$ cat src/rtl/cs_accum_pkg.sv
// Shared types and constants for the carry-save packet accumulator.
// Default geometry lives here so the top and the resolve slice agree on it.
package cs_accum_pkg;

    localparam int P_SIZE_DEF = 16;
    localparam int CHUNK_DEF  = 4;
    localparam int CNT_W_DEF  = 8;

    localparam int N_CHUNK = P_SIZE_DEF / CHUNK_DEF;

    // Width of a counter that indexes n items, never narrower than one bit.
    function automatic int k_width(input int n);
        return (n > 1) ? $clog2(n) : 1;
    endfunction

    localparam int K_W = k_width(N_CHUNK);

    typedef enum logic [1:0] {
        ACCUM,
        RESOLVE,
        DONE
    } state_t;

endpackage

$ cat src/rtl/cs_resolve.sv
// Chunked carry-propagate stage: resolves s + c2 one CHUNK-bit slice per cycle,
// LSB slice first, carrying between slices in cy_reg.
module cs_resolve
    import cs_accum_pkg::*;
#(
    parameter int P_SIZE = P_SIZE_DEF,
    parameter int CHUNK  = CHUNK_DEF
) (
    input  logic              clk,
    input  logic              rst_n,
    input  logic              start,
    input  logic              en,
    input  logic              clr,
    input  logic [P_SIZE-1:0] s,
    input  logic [P_SIZE-1:0] c2,
    output logic [P_SIZE-1:0] r,
    output logic              last
);

    localparam int NC = P_SIZE / CHUNK;
    localparam int KW = k_width(NC);

    logic [KW-1:0]    k_reg;
    logic             cy_reg;
    logic [CHUNK-1:0] s_ch [NC];
    logic [CHUNK-1:0] c_ch [NC];
    logic [CHUNK-1:0] r_ch [NC];
    logic [CHUNK:0]   sum_next;

    assign sum_next = {1'b0, s_ch[k_reg]} + {1'b0, c_ch[k_reg]} + {{CHUNK{1'b0}}, cy_reg};
    assign last     = (k_reg == KW'(NC - 1));

    always_ff @(posedge clk or negedge rst_n) begin
        if (!rst_n) begin
            k_reg  <= '0;
            cy_reg <= 1'b0;
        end else if (start) begin
            k_reg  <= '0;
            cy_reg <= 1'b0;
        end else if (en) begin
            k_reg  <= k_reg + KW'(1);
            cy_reg <= sum_next[CHUNK];
        end
    end

    genvar gi;
    generate
        for (gi = 0; gi < NC; gi++) begin : g_chunk
            assign s_ch[gi] = s[gi*CHUNK +: CHUNK];
            assign c_ch[gi] = c2[gi*CHUNK +: CHUNK];
            assign r[gi*CHUNK +: CHUNK] = r_ch[gi];

            always_ff @(posedge clk or negedge rst_n) begin
                if (!rst_n) begin
                    r_ch[gi] <= '0;
                end else if (clr) begin
                    r_ch[gi] <= '0;
                end else if (en && (k_reg == KW'(gi))) begin
                    r_ch[gi] <= sum_next[CHUNK-1:0];
                end
            end
        end
    endgenerate

endmodule

$ cat src/rtl/ip_tree.sv
// Bitwise 3:2 compressor: out0 + 2*out1 == a + b + c, with no carry ripple.
module ip_tree #(
    parameter int P_SIZE = 16
) (
    input  logic [P_SIZE-1:0] a,
    input  logic [P_SIZE-1:0] b,
    input  logic [P_SIZE-1:0] c,
    output logic [P_SIZE-1:0] out0,
    output logic [P_SIZE-1:0] out1
);

    genvar gi;
    generate
        for (gi = 0; gi < P_SIZE; gi++) begin : g_fa
            assign out0[gi] = a[gi] ^ b[gi] ^ c[gi];
            assign out1[gi] = (a[gi] & b[gi]) | (a[gi] & c[gi]) | (b[gi] & c[gi]);
        end
    endgenerate

endmodule

$ cat src/rtl/cs_accum.sv
// Streaming packet accumulator: operands fold into a carry-save pair each beat;
// the pair is resolved to binary in chunks after the last beat of a packet.
module cs_accum
    import cs_accum_pkg::*;
#(
    parameter int P_SIZE = P_SIZE_DEF,
    parameter int CHUNK  = CHUNK_DEF,
    parameter int CNT_W  = CNT_W_DEF
) (
    input  logic              clk,
    input  logic              rst_n,
    input  logic              in_vld,
    output logic              in_rdy,
    input  logic [P_SIZE-1:0] in_data,
    input  logic              in_last,
    output logic              out_vld,
    input  logic              out_rdy,
    output logic [P_SIZE-1:0] out_sum,
    output logic [CNT_W-1:0]  out_cnt
);

    state_t            state_reg, state_next;
    logic [P_SIZE-1:0] s_reg, c_reg;
    logic [CNT_W-1:0]  cnt_reg;
    logic [P_SIZE-1:0] c2, s_next, c_next;
    logic              accept, handshake, resolve_last;

    assign in_rdy    = (state_reg == ACCUM);
    assign out_vld   = (state_reg == DONE);
    assign accept    = in_vld && in_rdy;
    assign handshake = out_vld && out_rdy;
    assign c2        = c_reg << 1;
    assign out_cnt   = cnt_reg;

    ip_tree #(.P_SIZE(P_SIZE)) u_tree (
        .a    (in_data),
        .b    (s_reg),
        .c    (c2),
        .out0 (s_next),
        .out1 (c_next)
    );

    cs_resolve #(.P_SIZE(P_SIZE), .CHUNK(CHUNK)) u_resolve (
        .clk   (clk),
        .rst_n (rst_n),
        .start (accept && in_last),
        .en    (state_reg == RESOLVE),
        .clr   (handshake),
        .s     (s_reg),
        .c2    (c2),
        .r     (out_sum),
        .last  (resolve_last)
    );

    always_ff @(posedge clk or negedge rst_n) begin
        if (!rst_n) begin
            state_reg <= ACCUM;
        end else begin
            state_reg <= state_next;
        end
    end

    always_comb begin
        state_next = state_reg;
        case (state_reg)
            ACCUM:   if (accept && in_last) state_next = RESOLVE;
            RESOLVE: if (resolve_last)      state_next = DONE;
            DONE:    if (out_rdy)           state_next = ACCUM;
            default:                        state_next = ACCUM;
        endcase
    end

    // S/C stay frozen through RESOLVE and DONE so the resolve slice reads a stable pair.
    always_ff @(posedge clk or negedge rst_n) begin
        if (!rst_n) begin
            s_reg   <= '0;
            c_reg   <= '0;
            cnt_reg <= '0;
        end else if (accept) begin
            s_reg   <= s_next;
            c_reg   <= c_next;
            cnt_reg <= (cnt_reg == '1) ? cnt_reg : cnt_reg + CNT_W'(1);
        end else if (handshake) begin
            s_reg   <= '0;
            c_reg   <= '0;
            cnt_reg <= '0;
        end
    end

endmodule

$ cat config.mk
export PLATFORM = sky130hd
export DESIGN_NAME = cs_accum
export DESIGN_NICKNAME = d
export VERILOG_FILES = /design/src/rtl/cs_accum_pkg.sv /design/src/rtl/cs_resolve.sv /design/src/rtl/ip_tree.sv /design/src/rtl/cs_accum.sv
export SDC_FILE = /design/constraint.sdc
export NUM_CORES = 1
export LEC_CHECK = 0
export ABC_AREA = 1
export CAP_MARGIN = 5
export CORE_ASPECT_RATIO = 0.7
export CORE_MARGIN = 4
export CORE_UTILIZATION = 49
export DETAILED_ROUTE_END_ITERATION = 10
export GPL_ROUTABILITY_DRIVEN = 0
export GPL_TIMING_DRIVEN = 0
export PLACE_DENSITY = 0.76
export SYNTH_ARGS = -nofsm -noshare
export SYNTH_HDL_FRONTEND = slang
export SYNTH_SLANG_ARGS = --single-unit
$ cat constraint.sdc
create_clock -name clk -period 2.02 [get_ports clk]
set_input_delay 0.404 -clock clk [delete_from_list [all_inputs] [get_ports clk]]
set_output_delay 0.404 -clock clk [all_outputs]
set_load 0.005 [all_outputs]
==> impl_summary.txt, run 1 <==
----------------------------------------------------
[Outcome]
  Result of the run ... finished with violations
  Violations in the final reports ... setup timing

[STA]
  Count of final setup violators ... 9
  Final Critical Period ... 2120 ps
  Top achievable clock speed ... approximately 470 MHz
  Setup Skew ... ~10 ps
  RSZ-0062 raised after global routing ... yes
  Final number of max-transition violations ... 0
  Portion of the clock cycle consumed by the worst path in the final layout ... 1.05
  Final Hold Fails ... 0
  Slew of the pin with the lowest slew margin ... approximately 550 ps
  Worst path setup slack after routing ... -101 ps
  Worst slew margin ... 0.634

[Clocking]
  Maximum clock path buffer count ... 2
  CTS root buffer ... sky130_fd_sc_hd__clkbuf_8
  Clk pin slew, worst setup/hold paths ... approximately 70 ps
  Deepest level of the CTS H-tree ... 3
  CTS tree ... done
  TritonCTS buffer count ... 9
  Clk_lat worst skew ... about 340 ps
  TritonCTS Sinks ... 60

[Synthesis]
  Largest family of logic cells by synthesized area ... simple AND/OR/NAND/NOR gates
  Compound-cell area share of the yosys netlist ... 0.0893
  Top area cells in the synthesized netlist ... sky130_fd_sc_hd__dfrtp_1, sky130_fd_sc_hd__nand2_1, sky130_fd_sc_hd__fa_1
  Area of the mapped netlist ... between 3000 and 4000 µm²
  Most common cell in the synthesized netlist ... sky130_fd_sc_hd__nand2_1
  Fraction of synthesized area in multiplexers ... 0
  Post-Syn Nets ... approximately 400
  Count of distinct cell types in the synthesized netlist ... 26
  Flops & latches, synth ... 60
  Async set or reset register ratio after synthesis ... 1.00
  Most frequent cells after synthesis ... sky130_fd_sc_hd__nand2_1, sky130_fd_sc_hd__dfrtp_1, sky130_fd_sc_hd__nand3_1
  Area share of xor/xnor cells in the synthesized design ... 0.0108
  Cell taking the most area after synthesis ... sky130_fd_sc_hd__dfrtp_1
  Sequential share of the synthesized area ... 0.464
  Most used flip-flop cell after synthesis ... sky130_fd_sc_hd__dfrtp_1
  Instance count of the mapped netlist ... 363
  Mapped Avg Cell Area ... a little under 9 µm²
  Area fraction of the dominant cell type after synthesis ... 0.464
  Simple logic cell fraction of the synthesized area ... 0.249
  Warning count from the yosys run ... 0
  Post-synth EDFFs ... 0
  Area share of fa/ha/maj cells after synthesis ... 0.134

[Power]
  NetSw ... 3.29 mW
  Peak supply drop ... between 700 and 800 µV
  Share of total power consumed by net switching ... 0.426
  Proportion of power drawn by combinational gates ... 0.522
  Cell-internal power ... 4.43 mW
  Part of the total power dissipated in the clock network ... 0.178
  Power density relative to cell area ... ~1800 nW/µm²
  Static Leak ... ~2.0 nW
  Proportion of power drawn by flip-flops and latches ... 0.301
  Power consumption ... 7.72 mW

[Global route]
  Vias in the first global route ... roughly 2,600
  Largest net degree at the start of global routing ... 38
  First-pass GRT wire length ... between 10 and 15 mm
  Overall Global Routing Usage ... 0.217
  Congestion Overflow GR ... 0
  Antenna violations before repair ... 0

[Finish]
  Total Nets Final ... about 470
  Share of cells above drive strength 1 ... 0.189
  Final antenna diode count ... 0
  Utilization after layout ... 0.675
  Area added between synthesis and finish ... 31.5%

[Routing]
  Average via count per standard cell ... between 5 and 6
  Via count ... about 2,700
  Number of DRC markers after the initial detailed-route iteration ... 194
  Number of search-and-repair iterations in the first detailed-routing pass ... 5
  ANT nets after route ... 0
  Routed WL per cell ... 16.0 µm
  DRC ... 0
  Sum of routed wire length over all layers ... 8.18 mm

[Worst hold path]
  Class of the tightest hold or removal check ... primary input to async pin

[Placement]
  Worst slack at placement ... -295 ps
  Detailed-placement wirelength estimate ... 5.82 mm
  Count of input and output buffers ... between 40 and 50

[Worst setup path]
  Data required time at the worst endpoint ... 2280 ps
  Launch instance of the worst register-to-register path ... u_resolve.k_reg[0]
  Crit path arrival time ... ~2400 ps
  Worst setup startpoint ... u_resolve.k_reg[0]
  Slack of the worst reg-to-reg path ... -100 ps
  Path type of the worst setup path ... flip-flop to flip-flop
  Largest fanout on the critical path ... 5
  Critical Path Sink Type ... flip-flop
  CP Launch Type ... flip-flop

[Die]
  Floorplan core area ... 6310 µm²
  Width of the chip ... roughly 110 µm
  Number of placement rows ... 24
  I/O pin cnt ... 47
  Total Die Area ... roughly 8000 µm²
  Initial core utilization ... 0.513
  Y dimension of the die ... between 70 and 80 µm

[Job]
  Number of max-capacitance violations reported ... 0

----------------------------------------------------
==> logic make-up (layout without fill, tap and decap cells) <==
kind of cell	count (synthesis)	after routing
xor gates and xnor gates	4	4
DFF	60	60
buffers and inverters	31	101
adders and majority gates	25	25
AOI/OAI and AO/OA	53	53
and+or+nand+nor	190	190
==> per-layer routing <==
metal	part of all wire	track usage	wire length [µm]	vias up
li1	-	-	-	1322
met1	0.48	0.332	3890	1296
met2	0.44	0.305	3610	115
met3	0.079	0.0618	645	8
met4	0.0049	0.0511	40	0
met5	0	0	0	-
==> timing repair <==
item | 4_1_cts | 5_1_grt
hold buffers | 0 | 0
setup endpoints to repair | 13 | 13
resized for setup | 12 | 17
setup buffers | 5 | 2
pin swaps | 6 | 4
==> per-stage QoR <==
| stage | TNS (ps) | area, µm² | cells | hold slack [ps] |
|---|---|---|---|---|
| 6_report | -672 | 4260 | 511 | 47.4 |
| 5_1_grt | -1340 | 4260 | 511 | 84.9 |
| 4_1_cts | -568 | 4170 | 509 | 52.0 |
| 3_5_place_dp | -2680 | 3840 | 488 | 427 |
| 3_3_place_gp | -87080 | 3830 | 487 | 471 |
| 2_1_floorplan | 0 | 3270 | 363 | 108 |
==> worst paths after layout <==
path | endpoint | cells after the start
max | u_resolve.r[14] | 8
min | s_reg[14] | 1
max reg2reg | u_resolve.r[14] | 8
min reg2reg | u_resolve.r[9] | 2
max in group asynchronous | out_cnt[2] | 2
min in group clk | u_resolve.r[9] | 2
==> area by class of cell <==
cell class	count	area [µm²]
fillers	535	2050
well taps	78	97.6
plain buffers	13	120
inverters	18	73.8
flip-flops and latches	60	1500
repair buffers	54	528
clock buffers	12	155
clock inverters	4	95.1
multi-input cells	272	1680
==> power groups by stage <==
stage / sequential, mW / combinational, mW / clock (mW)
2_1_floorplan: 2.20 / 2.25 / 0
3_3_place_gp: 2.32 / 3.23 / 0
3_5_place_dp: 2.34 / 3.37 / 0
4_1_cts: 2.31 / 3.68 / 1.39
5_1_grt: 2.40 / 4.56 / 1.45
6_report: 2.32 / 4.03 / 1.37
==> worst max-delay path, cell delays in order (launching register included) <==
cell and delay, ps:
sky130_fd_sc_hd__dfrtp_2 460, sky130_fd_sc_hd__buf_6 150, sky130_fd_sc_hd__nor2_2 120, sky130_fd_sc_hd__o22ai_2 110
sky130_fd_sc_hd__fa_2 380, sky130_fd_sc_hd__fa_2 380, sky130_fd_sc_hd__xor2_2 170, sky130_fd_sc_hd__nand2_2 110
sky130_fd_sc_hd__o21ai_1 140
==> cells in the final DEF, fill, tap and decap left out, types with 10 or more instances in the layout <==
cell	n
sky130_fd_sc_hd__buf_4	10
sky130_fd_sc_hd__clkdlybuf4s50_1	45
sky130_fd_sc_hd__nand2_1	107
sky130_fd_sc_hd__dfrtp_1	58
sky130_fd_sc_hd__o21ai_0	20
sky130_fd_sc_hd__o21ai_1	14
sky130_fd_sc_hd__clkbuf_8	11
sky130_fd_sc_hd__nand3_1	42
sky130_fd_sc_hd__fa_1	14
sky130_fd_sc_hd__nor2_1	22
(Power assumes the default switching activity.)
==> run 2: changes to the inputs <==
--- a/config.mk
+++ b/config.mk
@@ -13,6 +13,7 @@
 export DETAILED_ROUTE_END_ITERATION = 10
 export GPL_ROUTABILITY_DRIVEN = 0
 export GPL_TIMING_DRIVEN = 0
+export HOLD_SLACK_MARGIN = 0.05
 export PLACE_DENSITY = 0.76
 export SYNTH_ARGS = -nofsm -noshare
 export SYNTH_HDL_FRONTEND = slang
==> results of run 2 <==
Final layout, timing and power as in run 1 (identical DEF).
